### config.mk
export PLATFORM = sky130hd
export DESIGN_NAME = phy_rx_deserializer
export DESIGN_NICKNAME = d
export VERILOG_FILES = /design/src/rtl/phy_pkg.sv /design/src/rtl/phy_comma_detect.sv /design/src/rtl/phy_rx_deserializer.sv
export SDC_FILE = /design/constraint.sdc
export NUM_CORES = 1
export LEC_CHECK = 0
export CAP_MARGIN = 40
export CORE_UTILIZATION = 40
export DETAILED_ROUTE_END_ITERATION = 10
export GPL_TIMING_DRIVEN = 0
export PLACE_DENSITY = 0.72
export SLEW_MARGIN = 20
export SYNTH_ARGS = -nofsm -noshare
export SYNTH_HDL_FRONTEND = slang
export SYNTH_HIERARCHICAL = 1
export SYNTH_SLANG_ARGS = --single-unit
### constraint.sdc
create_clock -name clk_8f -period 4 [get_ports clk_8f]
set_clock_uncertainty 0.1 [all_clocks]
set_input_delay 1.2 -clock clk_8f [delete_from_list [all_inputs] [get_ports clk_8f]]
set_output_delay 1.2 -clock clk_8f [all_outputs]
set_load 0.005 [all_outputs]
### src/rtl/phy_pkg.sv
// Shared phy constants: line characters (shared with the serializer) and rx state encoding.
package phy_pkg;

    localparam logic [7:0] COMMA_CHAR = 8'hBC;
    localparam logic [7:0] IDLE_CHAR  = 8'h7C;

    typedef enum logic [1:0] {
        SEARCH = 2'd0,
        ALIGN  = 2'd1,
        ACTIVE = 2'd2
    } rx_state_t;

endpackage

### src/rtl/phy_comma_detect.sv
// Serial shift history plus the 8-bit window ending at the current bit, with
// comma/idle match flags on that window.
module phy_comma_detect
    import phy_pkg::*;
#(
    parameter logic [7:0] COMMA = COMMA_CHAR,
    parameter logic [7:0] IDLE  = IDLE_CHAR
) (
    input  logic       clk_8f,
    input  logic       reset,
    input  logic       data_in,
    output logic [7:0] window,
    output logic       is_comma,
    output logic       is_idle
);

    // Only the newest 7 bits are ever reused; the oldest bit shifts out unread.
    logic [6:0] sr;

    assign window   = {sr, data_in};
    assign is_comma = (window == COMMA);
    assign is_idle  = (window == IDLE);

    always_ff @(posedge clk_8f) begin
        if (reset) begin
            sr <= '0;
        end else begin
            sr <= window[6:0];
        end
    end

endmodule

### src/rtl/phy_rx_deserializer.sv
// Receive deserializer: comma-based byte alignment, sync FSM and byte output registers.
// Build option: define RX_RESYNC_EN to re-align on a misaligned comma while ACTIVE.
module phy_rx_deserializer
    import phy_pkg::*;
#(
    parameter int unsigned BC_COUNT = 4,
    parameter logic [7:0]  COMMA    = COMMA_CHAR,
    parameter logic [7:0]  IDLE     = IDLE_CHAR
) (
    input  logic       clk_8f,
    input  logic       reset,
    input  logic       data_in,
    output logic [7:0] data_out,
    output logic       valid_out,
    output logic       byte_strb,
    output logic       active
);

    localparam int unsigned BCW = $clog2(BC_COUNT + 1);
    localparam logic [BCW-1:0] BC_TARGET = BCW'(BC_COUNT);

    rx_state_t      state;
    logic [2:0]     bit_cnt;
    logic [BCW-1:0] bc_seen;
    logic [BCW-1:0] bc_next;
    logic [7:0]     window;
    logic           is_comma;
    logic           is_idle;
    logic           boundary;

    phy_comma_detect #(
        .COMMA (COMMA),
        .IDLE  (IDLE)
    ) u_comma_detect (
        .clk_8f   (clk_8f),
        .reset    (reset),
        .data_in  (data_in),
        .window   (window),
        .is_comma (is_comma),
        .is_idle  (is_idle)
    );

    assign boundary = (bit_cnt == 3'd7);
    assign bc_next  = bc_seen + BCW'(1);

    always_ff @(posedge clk_8f) begin
        if (reset) begin
            state     <= SEARCH;
            bit_cnt   <= '0;
            bc_seen   <= '0;
            data_out  <= '0;
            valid_out <= 1'b0;
            byte_strb <= 1'b0;
            active    <= 1'b0;
        end else begin
            byte_strb <= 1'b0;
            bit_cnt   <= bit_cnt + 3'd1;
            case (state)
                SEARCH: begin
                    bit_cnt <= '0;
                    if (is_comma) begin
                        bc_seen <= BCW'(1);
                        if (BC_COUNT == 1) begin
                            state  <= ACTIVE;
                            active <= 1'b1;
                        end else begin
                            state <= ALIGN;
                        end
                    end
                end
                ALIGN: begin
                    if (boundary) begin
                        if (is_comma) begin
                            bc_seen <= bc_next;
                            if (bc_next == BC_TARGET) begin
                                state  <= ACTIVE;
                                active <= 1'b1;
                            end
                        end else begin
                            bc_seen <= '0;
                            bit_cnt <= '0;
                            state   <= SEARCH;
                        end
                    end
                end
                ACTIVE: begin
                    if (boundary) begin
                        byte_strb <= 1'b1;
                        if (is_comma || is_idle) begin
                            valid_out <= 1'b0;
                        end else begin
                            data_out  <= window;
                            valid_out <= 1'b1;
                        end
                    end
`ifdef RX_RESYNC_EN
                    else if (is_comma) begin
                        state     <= ALIGN;
                        bit_cnt   <= '0;
                        bc_seen   <= BCW'(1);
                        active    <= 1'b0;
                        valid_out <= 1'b0;
                    end
`endif
                end
                default: begin
                    state   <= SEARCH;
                    bit_cnt <= '0;
                    bc_seen <= '0;
                    active  <= 1'b0;
                end
            endcase
        end
    end

endmodule
### After elaboration in Yosys (flattened, before gate mapping)

Index checks and enable logic that the tools add are counted.

| operators by class | value |
|---|---|
| $add $sub $neg | 2 |
| eq/ne operators | 11 |
| multiplexer cells | 18 |
| bitwise logic cells | 3 |
| reductions and logical operators | 9 |

Operator list:

| cell | number |
|---|---|
| two-way mux 3 bit | 5 |
| case mux 3 bit (3 select lines) | 1 |
| equality test 8 x 7 -> 1 bit, second input constant | 1 |
| equality test 8 bit, second input constant | 1 |
| two-way mux 2 bit | 4 |
| inequality test 2 bit, second input constant | 4 |
| AND reduction 4 bit | 2 |
| adder 3 x 1 -> 3 bit, second input constant | 2 |
| equality test 3 bit, second input constant | 2 |
| case mux 2 bit (3 select lines) | 1 |
| case mux 3 bit (2 select lines) | 1 |
| AND reduction 3 bit | 2 |
| two-way mux 1 bit | 5 |
| OR reduction 2 bit | 2 |
| inequality test 3 bit, second input constant | 1 |
| inverter 1 bit | 3 |
| equality test 2 x 1 -> 1 bit, second input constant | 1 |
| equality test 2 bit, second input constant | 1 |
| zero test 2 bit | 1 |
| case mux 1 bit (2 select lines) | 1 |
| AND reduction 2 bit | 1 |
| logical OR 1 bit | 1 |

| word-level totals | value |
|---|---|
| flip-flop bits (word level) | 26 |
| input port bits | 3 |
| output and inout bits | 11 |
| word-level logic and storage cells | 51 |

### Depth between registers and ports, before layout

Gate-level depths: netlist of the first run.

| logic depth | value |
|---|---|
| depth after elaboration | 6 |
| depth in mapped cells | 7 |
| depth with buffers taken out | 6 |

### Hierarchy

The synthesis of the first run kept the hierarchy.

Modules (own cells, without submodules):

| module | times used | cells an instance | area an instance (sq um) | seq. area each (sq um) |
|---|---|---|---|---|
| phy_rx_deserializer | 1 | 94 | 855.8 | 380.4 |
| phy_comma_detect | 1 | 20 | 254.0 | 140.1 |

### Worst setup path after synthesis of the first run

No wires, ideal clock.

| path | value |
|---|---|
| path type | input to register |
| start point | input port data_in |
| end point | register bc_seen[2] |
| setup time | 0.071 ns |
| data arrival time | 2.692 ns |
| required time | 3.829 ns |
| setup slack | 1.137 ns |
| stages on the path | 5 |
| path buffers | 0 |
| cell sequence | nand4bb_4 -> nor4_2 -> nand2_2 -> or4_1 -> a21oi_1 |

| on the way | value |
|---|---|
| word-level cells in the longest chain between the ends | 4 |
| elaborated cells on any way between the ends | 6 |
| classes of those cells | eq/ne: 2; mux: 3; reduce/logical: 1 |

RTL lines:

| element | line | source |
|---|---|---|
| start: declaration | phy_rx_deserializer.sv:12 | `input logic data_in,` |
| equality test 8 bit * | phy_comma_detect.sv:21 | `assign is_comma = (window == COMMA);` |
| via is_comma | phy_rx_deserializer.sv:27 | `logic is_comma;` |
| two-way mux 3 bit | phy_rx_deserializer.sv:73 | `if (is_comma) begin` |
| two-way mux 3 bit | phy_rx_deserializer.sv:72 | `if (boundary) begin` |
| case mux 3 bit (3 select lines) | phy_rx_deserializer.sv:58 | `case (state)` |
| end signal: assignment | phy_rx_deserializer.sv:74 | `bc_seen <= bc_next;` |
| end: declaration | phy_rx_deserializer.sv:24 | `logic [BCW-1:0] bc_seen;` |

The timed path passes the listed nets; every way through them passes the cells marked *. The select of a mux whose other input is x is not followed.
A chain may end at the register's enable or synchronous reset.

### Worst setup path in the final report of the first run

Same ends and word-level chain as after synthesis.

==> impl_metrics.env, run 1 <==
export IMPL_instances_no_fill=161
export IMPL_coreArea_um2=2540
export IMPL_timing_fmax_ghz=0.307
export IMPL_vias=815
export IMPL_cts_buffers=3
export IMPL_cp_start_kind="primary input"
export IMPL_post_cts_resized=0
export IMPL_antenna_found_initial=0
export IMPL_grt_max_degree=16
export IMPL_hpwlAfterDp_um=1440
export IMPL_clock_latency_ns=0.32
export IMPL_synth_nets=124
export IMPL_powerDensity_nw_per_um2=339
export IMPL_vias_per_cell=5.06
export IMPL_die_area_um2=2990
export IMPL_yosys_register_bits=26
export IMPL_yosysWarnings=6
export IMPL_gr_total_overflow=0
export IMPL_vdd_drop_max_mv=0.218
export IMPL_wl_per_cell_um=12.4
export IMPL_ys_top_cells_by_area="dfxtp_1 47%, ha_1 7.9%, nand2_1 6.1%"
export IMPL_grt_usage_pct=16.4
export IMPL_die_h_um=54.7
export IMPL_dp_cells=157
export IMPL_cp_max_fo=7
export IMPL_yosys_area_top_type="dfxtp_1"
export IMPL_holdCritPathClass="reg -> reg"
export IMPL_path_class="in -> reg"
export IMPL_wl_um=2000
export IMPL_hold_buffers=0
export IMPL_status="finished, final reports clean"
export IMPL_min_period_over_period_pct=81.4
export IMPL_yosysTopAreaCellShare_pct=46.9
export IMPL_n_antenna_cell=0
export IMPL_fin_area_um2=1330
export IMPL_place_area_um2=1280
export IMPL_grt_pass1_wl_um=3410
export IMPL_rsz0062_at_grt="no"
export IMPL_finalSetupTns_ns=0
export IMPL_slew_limit_headroom_pct=47.0
export IMPL_ant_nets=0
export IMPL_setup_viol=0
export IMPL_drt_iter0_drc=6
export IMPL_nets=142
export IMPL_row_count=18
export IMPL_required_ns=4.16
export IMPL_synth_cell_type_count=31
export IMPL_numClockSinks=26
export IMPL_cts_root_buf="clkbuf_4"
export IMPL_drt_first_pass_iters=4
export IMPL_period_minus_slack_ns=3.25
export IMPL_portBuffers=13
export IMPL_synthArstFlopShare_pct=0
export IMPL_start_util_pct=43.6
export IMPL_max_cap_viol_count=0
export IMPL_dieWidth_um=54.7
export IMPL_drive_above_1_share_pct=11.5
export IMPL_grt_pass1_vias=785
export IMPL_syn_area_per_cell_um2=9.74
export IMPL_maxSlewViolCount=0
export IMPL_synth_area_um2=1110
export IMPL_routabilityCongestion=0.768
export IMPL_ys_seq_area_share_pct=46.9
export IMPL_h_tree_depth=1
export IMPL_finalHoldViolations=0
export IMPL_cts_setup_buffers=0
export IMPL_area_growth_pct=19.8
export IMPL_synth_flop_cell="dfxtp_1"
export IMPL_synth_edf_count=0
export IMPL_clockBufferDepth=2
export IMPL_synthCells=114
export IMPL_p_leak_uw=0.000463
export IMPL_cts_tree="yes"
export IMPL_arrival_ns=3.41
export IMPL_ios=14
export IMPL_path_clk_slew_ns=0.14
export IMPL_worstMarginPinSlew_ns=0.789
export IMPL_drc=0
export IMPL_cp_end_kind="flip-flop"
## layer usage
| metal | GRT usage, % | vias to the layer above | part of all wire [%] |
|---|---|---|---|
| li1 | - | 420 | - |
| met1 | 20.4 | 380 | 49 |
| met2 | 26.1 | 11 | 47 |
| met3 | 3.33 | 4 | 2.3 |
| met4 | 9.40 | 0 | 1.8 |
| met5 | 0 | - | 0 |
## final timing paths
path / from / endpoint / slack, ns / cells after the start
worst min register to register: bit_cnt[0] / bit_cnt[0] / 0.33 / 1
worst min-delay path: bit_cnt[0] / bit_cnt[0] / 0.33 / 1
worst max register to register: u_comma_detect/sr[0] / bc_seen[2] / 1.77 / 5
worst max-delay path: data_in / bc_seen[2] / 0.75 / 6
## cell type report
type / instances / area [um2]
plain buffers: 4 / 26.3
clock buffers: 3 / 22.5
clock inverters: 1 / 30.0
fillers: 235 / 1210
inverters: 3 / 11.3
multi-input cells: 81 / 552
flip-flops and latches: 26 / 520
well taps: 30 / 37.5
repair buffers: 13 / 130
## worst max-delay path, stage by stage
cell and delay [ns]:
clkdlybuf4s50_1 0.45, nand4bb_4 0.25, nor4_2 0.68, nand2_2 0.20, or4_1 0.50, a21oi_1 0.13
## power breakdown
part           total [uW]  internal (uW)  switching, uW
logic                10.3           5.03           5.24
registers             262            261           1.27
clock network         179            101           77.7
## flip-flops by register name, summed over array words and instances, names as in the netlist
| register | count |
|---|---|
| valid_out | 1 |
| active | 1 |
| data_out | 8 |
| bit_cnt | 3 |
| u_comma_detect/sr | 7 |
| bc_seen | 3 |
| byte_strb | 1 |
| state | 2 |
## Yosys cell counts (all sizes together), types with 2 or more instances
library cell / instances
dfxtp: 26
nand2: 20
a21oi: 13
nor2b: 9
ha: 7
nand2b: 6
nor3: 6
inv: 3
nor2: 3
and2: 2
buf: 2
clkbuf: 2
## cell usage in the layout, fill, tap and decap left out, types with 2 or more instances in the layout
| master | count |
|---|---|
| dfxtp_1 | 26 |
| nand2_1 | 18 |
| clkdlybuf4s50_1 | 13 |
| a21oi_1 | 12 |
| nor2b_1 | 9 |
| ha_1 | 7 |
| nand2b_1 | 6 |
| nor3_1 | 4 |
| inv_1 | 3 |
| nor2_1 | 3 |
| clkbuf_4 | 3 |
| nand2_2 | 2 |
| nor3_4 | 2 |
| clkbuf_1 | 2 |
| and2_1 | 2 |
## cells by family after synthesis
group	after synthesis	share of synthesized area (%)
AOI/OAI and AO/OA	19	10.0
adders and majority gates	7	7.89
buffers and inverters	7	3.38
DFF	26	46.9
muxes	1	0.902
and+or+nand+nor	54	30.9
## through the flow
stage               total power [uW]  worst slack [ns]  utilization [%]  hold slack, ns
floorplan                        273              1.14                -           0.298
global placement                 277             0.481             50.2           0.309
detailed placement               278             0.437             50.2           0.311
CTS                              458             0.769             52.3           0.331
global route                     469             0.604             52.3           0.349
finish                           451             0.746             52.3           0.330
No activity file was read; power rests on OpenSTA's default activity.
==> run 2: changes to the inputs <==
- clock period: 4 -> 3 ns (I/O delays scaled with it)
==> impl_metrics.env, run 2 (synthesized netlist as in run 1, its figures left out) <==
export IMPL_status="finished, final reports clean"
export IMPL_min_delay_start="bit_cnt[0]"
export IMPL_slew_limit_headroom_pct=65.7
export IMPL_clock_latency_ns=0.32
export IMPL_coreArea_um2=2540
export IMPL_period_minus_slack_ns=2.74
export IMPL_maxSlewViolCount=0
export IMPL_drive_above_1_share_pct=11.5
export IMPL_grt_pass1_vias=785
export IMPL_h_tree_depth=1
export IMPL_ant_nets=0
export IMPL_die_area_um2=2990
export IMPL_layout_commonest_cell="dfxtp_1"
export IMPL_whs_path_depth=1
export IMPL_vias_per_cell=5.11
export IMPL_mostFrequentLayoutCells="26 x dfxtp_1, 18 x nand2_1, 13 x clkdlybuf4s50_1"
export IMPL_drt_first_pass_iters=3
export IMPL_ios=14
export IMPL_whs_ns=0.330
export IMPL_row_count=18
export IMPL_fin_util_pct=52.6
export IMPL_start_util_pct=43.6
export IMPL_die_h_um=54.7
export IMPL_drc=0
export IMPL_path_clk_slew_ns=0.14
export IMPL_n_antenna_cell=0
export IMPL_timing_fmax_ghz=0.365
export IMPL_cts_tree="yes"
export IMPL_num_fill_cells=234
export IMPL_reg2regPathDepth=5
export IMPL_path_class="in -> reg"
export IMPL_routabilityCongestion=0.768
export IMPL_grt_pass1_wl_um=3410
export IMPL_nets=142
export IMPL_place_area_um2=1280
export IMPL_min_period_over_period_pct=91.2
export IMPL_largest_reg_flops=8
export IMPL_rsz0062_at_grt="no"
export IMPL_dieWidth_um=54.7
export IMPL_cp_start_kind="primary input"
export IMPL_vdd_drop_max_mv=0.292
export IMPL_regToRegEndpoint="bc_seen[2]"
export IMPL_hold_end="bit_cnt[0]"
export IMPL_grt_max_degree=16
export IMPL_fin_area_um2=1340
export IMPL_top_register="data_out"
export IMPL_setup_viol=0
export IMPL_portBuffers=13
export IMPL_powerDensity_nw_per_um2=450
export IMPL_vias=823
export IMPL_p_leak_uw=0.000463
export IMPL_cp_end_kind="flip-flop"
export IMPL_finalSetupTns_ns=0
export IMPL_reg_top3="data_out: 8 flops, u_comma_detect/sr: 7 flops"
export IMPL_grt_usage_pct=16.4
export IMPL_required_ns=3.16
export IMPL_hpwlAfterDp_um=1440
export IMPL_area_growth_pct=20.6
export IMPL_cts_setup_buffers=0
export IMPL_wl_per_cell_um=12.5
export IMPL_drt_iter0_drc=5
export IMPL_antenna_found_initial=0
export IMPL_wl_um=2010
export IMPL_cts_buffers=3
export IMPL_seq_area_um2=520
export IMPL_finalHoldViolations=0
export IMPL_holdCritPathClass="reg -> reg"
export IMPL_multiInputGateArea_um2=561
export IMPL_reg2reg_slack_ns=0.99
export IMPL_gr_total_overflow=0
export IMPL_cp_max_fo=7
export IMPL_worstMarginPinSlew_ns=0.511
export IMPL_clockBufferDepth=2
export IMPL_numClockSinks=26
export IMPL_cts_root_buf="clkbuf_4"
export IMPL_r2r_start="u_comma_detect/sr[3]"
export IMPL_arrival_ns=2.90
export IMPL_max_cap_viol_count=0
==> run 2: cell counts in the layout (fill, tap and decap cells not counted) <==
No cell type changed its count.
==> run 2: worst max-delay path by stage <==
stage                     startpoint    endpoint  slack [ns]  cells after the start
final                        data_in  bc_seen[2]        0.26                      6
after global routing         data_in    state[1]        0.15                      7
after CTS                    data_in    state[1]        0.07                      7
after detailed placement     data_in    state[1]       -0.26                      7
after global placement       data_in  bc_seen[2]       -0.22                      6
after floorplan              data_in  bc_seen[2]        0.44                      5
==> run 2: final cells by class <==
type / count / area share, %
multi-input cells: 81 / 41.9
well taps: 30 / 2.80
repair buffers: 13 / 9.72
clock buffers: 3 / 1.68
inverters: 3 / 0.841
plain buffers: 4 / 1.96
flip-flops and latches: 26 / 38.9
clock inverters: 1 / 2.24
==> run 2: worst max-delay path, cell delays in order <==
cell	delay [ns]
clkdlybuf4s50_1	0.45
nand4bb_4	0.27
nor4_4	0.48
nand2_2	0.17
or4_1	0.49
a21oi_1	0.13
==> run 2: what timing repair did <==
action,4_1_cts,5_1_grt
endpoints found under the setup margin,0,4
hold endpoints to repair,0,0
hold buffers,0,0
resized for setup,0,1
==> run 2: layer usage <==
metal | track usage, % | wire [um] | vias to the layer above
li1 | - | - | 421
met1 | 20.4 | 973 | 389
met2 | 26.1 | 959 | 9
met3 | 3.33 | 39 | 4
met4 | 9.40 | 37 | 0
met5 | 0 | 0 | -
==> run 2: stage by stage <==
stage,power (uW),setup WS [ns],instances
CTS,611,0.0686,161
global placement,370,-0.219,157
floorplan,364,0.437,114
detailed placement,370,-0.263,157
global route,625,0.150,161
finish,602,0.264,161
==> run 2: where the power goes <==
group | leakage (uW) | switching, uW | internal (uW)
sequential | 0.000210 | 1.71 | 347
clock | 0.0000279 | 104 | 135
combinational | 0.000225 | 7.07 | 6.71
==> run 3: changes to the inputs <==
- PLACE_DENSITY: 0.72 -> 0.74
- clock period: 3 -> 2.4 ns (I/O delays scaled with it)
==> impl_metrics.env, run 3 (synthesized netlist as in run 1, its figures left out) <==
export IMPL_status="finished, final reports clean"
export IMPL_row_count=18
export IMPL_required_ns=2.50
export IMPL_period_minus_slack_ns=2.11
export IMPL_powerDensity_nw_per_um2=551
export IMPL_path_class="in -> reg"
export IMPL_cp_start_kind="primary input"
export IMPL_drt_first_pass_iters=4
export IMPL_num_fill_cells=242
export IMPL_grt_pass1_wl_um=3330
export IMPL_slew_limit_headroom_pct=67.1
export IMPL_die_h_um=54.7
export IMPL_portBuffers=13
export IMPL_crit_buf_inv=3
export IMPL_largest_reg_flops=8
export IMPL_clock_latency_ns=0.33
export IMPL_p_total_uw=753
export IMPL_drc=0
export IMPL_wl_um=1980
export IMPL_crit_family="buffers and inverters"
export IMPL_worst_path_most_repeated_cell="clkbuf_1"
export IMPL_drt_iter0_drc=10
export IMPL_grt_usage_pct=15.7
export IMPL_max_cap_viol_count=0
export IMPL_fin_util_pct=53.7
export IMPL_dieWidth_um=54.7
export IMPL_slowest_delay_ns=0.63
export IMPL_cts_buffers=3
export IMPL_p_leak_uw=0.000488
export IMPL_antenna_found_initial=0
export IMPL_crit_chain="clkdlybuf4s50_1 > clkbuf_1 > clkbuf_1 > a21oi_1"
export IMPL_h_tree_depth=1
export IMPL_drive_above_1_share_pct=14.2
export IMPL_grt_pass1_vias=777
export IMPL_n_antenna_cell=0
export IMPL_wl_per_cell_um=12.1
export IMPL_start_util_pct=43.6
export IMPL_numClockSinks=26
export IMPL_cp_startpoint="reset"
export IMPL_min_delay_start="bit_cnt[0]"
export IMPL_min_period_over_period_pct=88.0
export IMPL_timing_fmax_ghz=0.473
export IMPL_reg_top3="data_out: 8 flops, u_comma_detect/sr: 7 flops"
export IMPL_mostFrequentLayoutCells="26 x dfxtp_1, 18 x nand2_1, 12 x clkdlybuf4s50_1"
export IMPL_r2r_start="u_comma_detect/sr[0]"
export IMPL_path_clk_slew_ns=0.13
export IMPL_pre_cts_ws_ns=-0.636
export IMPL_cts_tree="yes"
export IMPL_maxSlewViolCount=0
export IMPL_cts_root_buf="clkbuf_4"
export IMPL_cp_max_fo=10
export IMPL_vias_per_cell=5.12
export IMPL_rsz0062_at_grt="no"
export IMPL_vias=839
export IMPL_top_register="data_out"
export IMPL_hpwlAfterDp_um=1370
export IMPL_slowest_stage="clkdlybuf4s50_1"
export IMPL_grt_max_degree=16
export IMPL_vdd_drop_max_mv=0.473
export IMPL_clockBufferDepth=2
export IMPL_area_growth_pct=23.2
export IMPL_holdCritPathClass="reg -> reg"
export IMPL_arrival_ns=2.21
export IMPL_worstMarginPinSlew_ns=0.493
export IMPL_nets=145
export IMPL_layout_commonest_cell="dfxtp_1"
export IMPL_cp_end_kind="flip-flop"
export IMPL_die_area_um2=2990
export IMPL_fin_ws_ns=0.288
export IMPL_coreArea_um2=2540
export IMPL_ant_nets=0
export IMPL_gr_total_overflow=0
export IMPL_setup_viol=0
export IMPL_finalHoldViolations=0
export IMPL_ios=14
export IMPL_routabilityCongestion=0.782
run 3: report_power, final:
| part | switching (uW) | total (uW) | leakage, uW | internal, uW |
|---|---|---|---|---|
| clock | 131 | 300 | 0.0000279 | 169 |
| combinational | 8.38 | 16.5 | 0.000250 | 8.12 |
| sequential | 2.07 | 436 | 0.000210 | 434 |
run 3: through the flow:
| step | area, um2 | hold slack, ns | TNS [ns] | instances |
|---|---|---|---|---|
| 6_report | 1370 | 0.332 | 0 | 164 |
| 5_1_grt | 1370 | 0.358 | 0 | 164 |
| 4_1_cts | 1350 | 0.334 | 0 | 163 |
| 3_5_place_dp | 1280 | 0.314 | -8.14 | 157 |
| 3_3_place_gp | 1280 | 0.307 | -7.75 | 157 |
| 2_1_floorplan | 1110 | 0.298 | 0 | 114 |
run 3: what timing repair did:
action	in CTS	in global routing
hold buffers	0	0
resized for setup	1	2
buffers inserted	2	1
setup endpoints to repair	16	6
pin swaps	1	1
run 3: final timing paths:
| path | slack [ns] | endpoint | cells past startpoint |
|---|---|---|---|
| max | 0.29 | bc_seen[1] | 4 |
| min | 0.33 | bit_cnt[0] | 1 |
| max reg2reg | 0.51 | bc_seen[2] | 6 |
| min reg2reg | 0.33 | bit_cnt[0] | 1 |
run 3: worst reg2reg max path, cell delays in order (launching register included):
cell and delay [ns]:
dfxtp_1 0.35, nand4bb_4 0.25, nor4_4 0.25, buf_4 0.18
nand2_2 0.09, or4_1 0.50, a21oi_2 0.12
run 3: routing by layer:
metal  GRT usage (%)  share of wire [%]  vias up
li1                -                  -      425
met1            20.9                 49      395
met2            24.3                 46       15
met3            2.50                3.6        4
met4            7.69                1.2        0
met5               0                  0        -
run 3: final cells by class:
type | count | area (um2) | area share (%)
timing repair buffer | 16 | 155 | 11.3
sequential | 26 | 520 | 38.1
tap | 30 | 37.5 | 2.74
clock inverter | 1 | 30.0 | 2.20
buffer | 4 | 26.3 | 1.92
clock buffer | 3 | 22.5 | 1.65
inverter | 3 | 11.3 | 0.823
multi-input combinational | 81 | 564 | 41.3
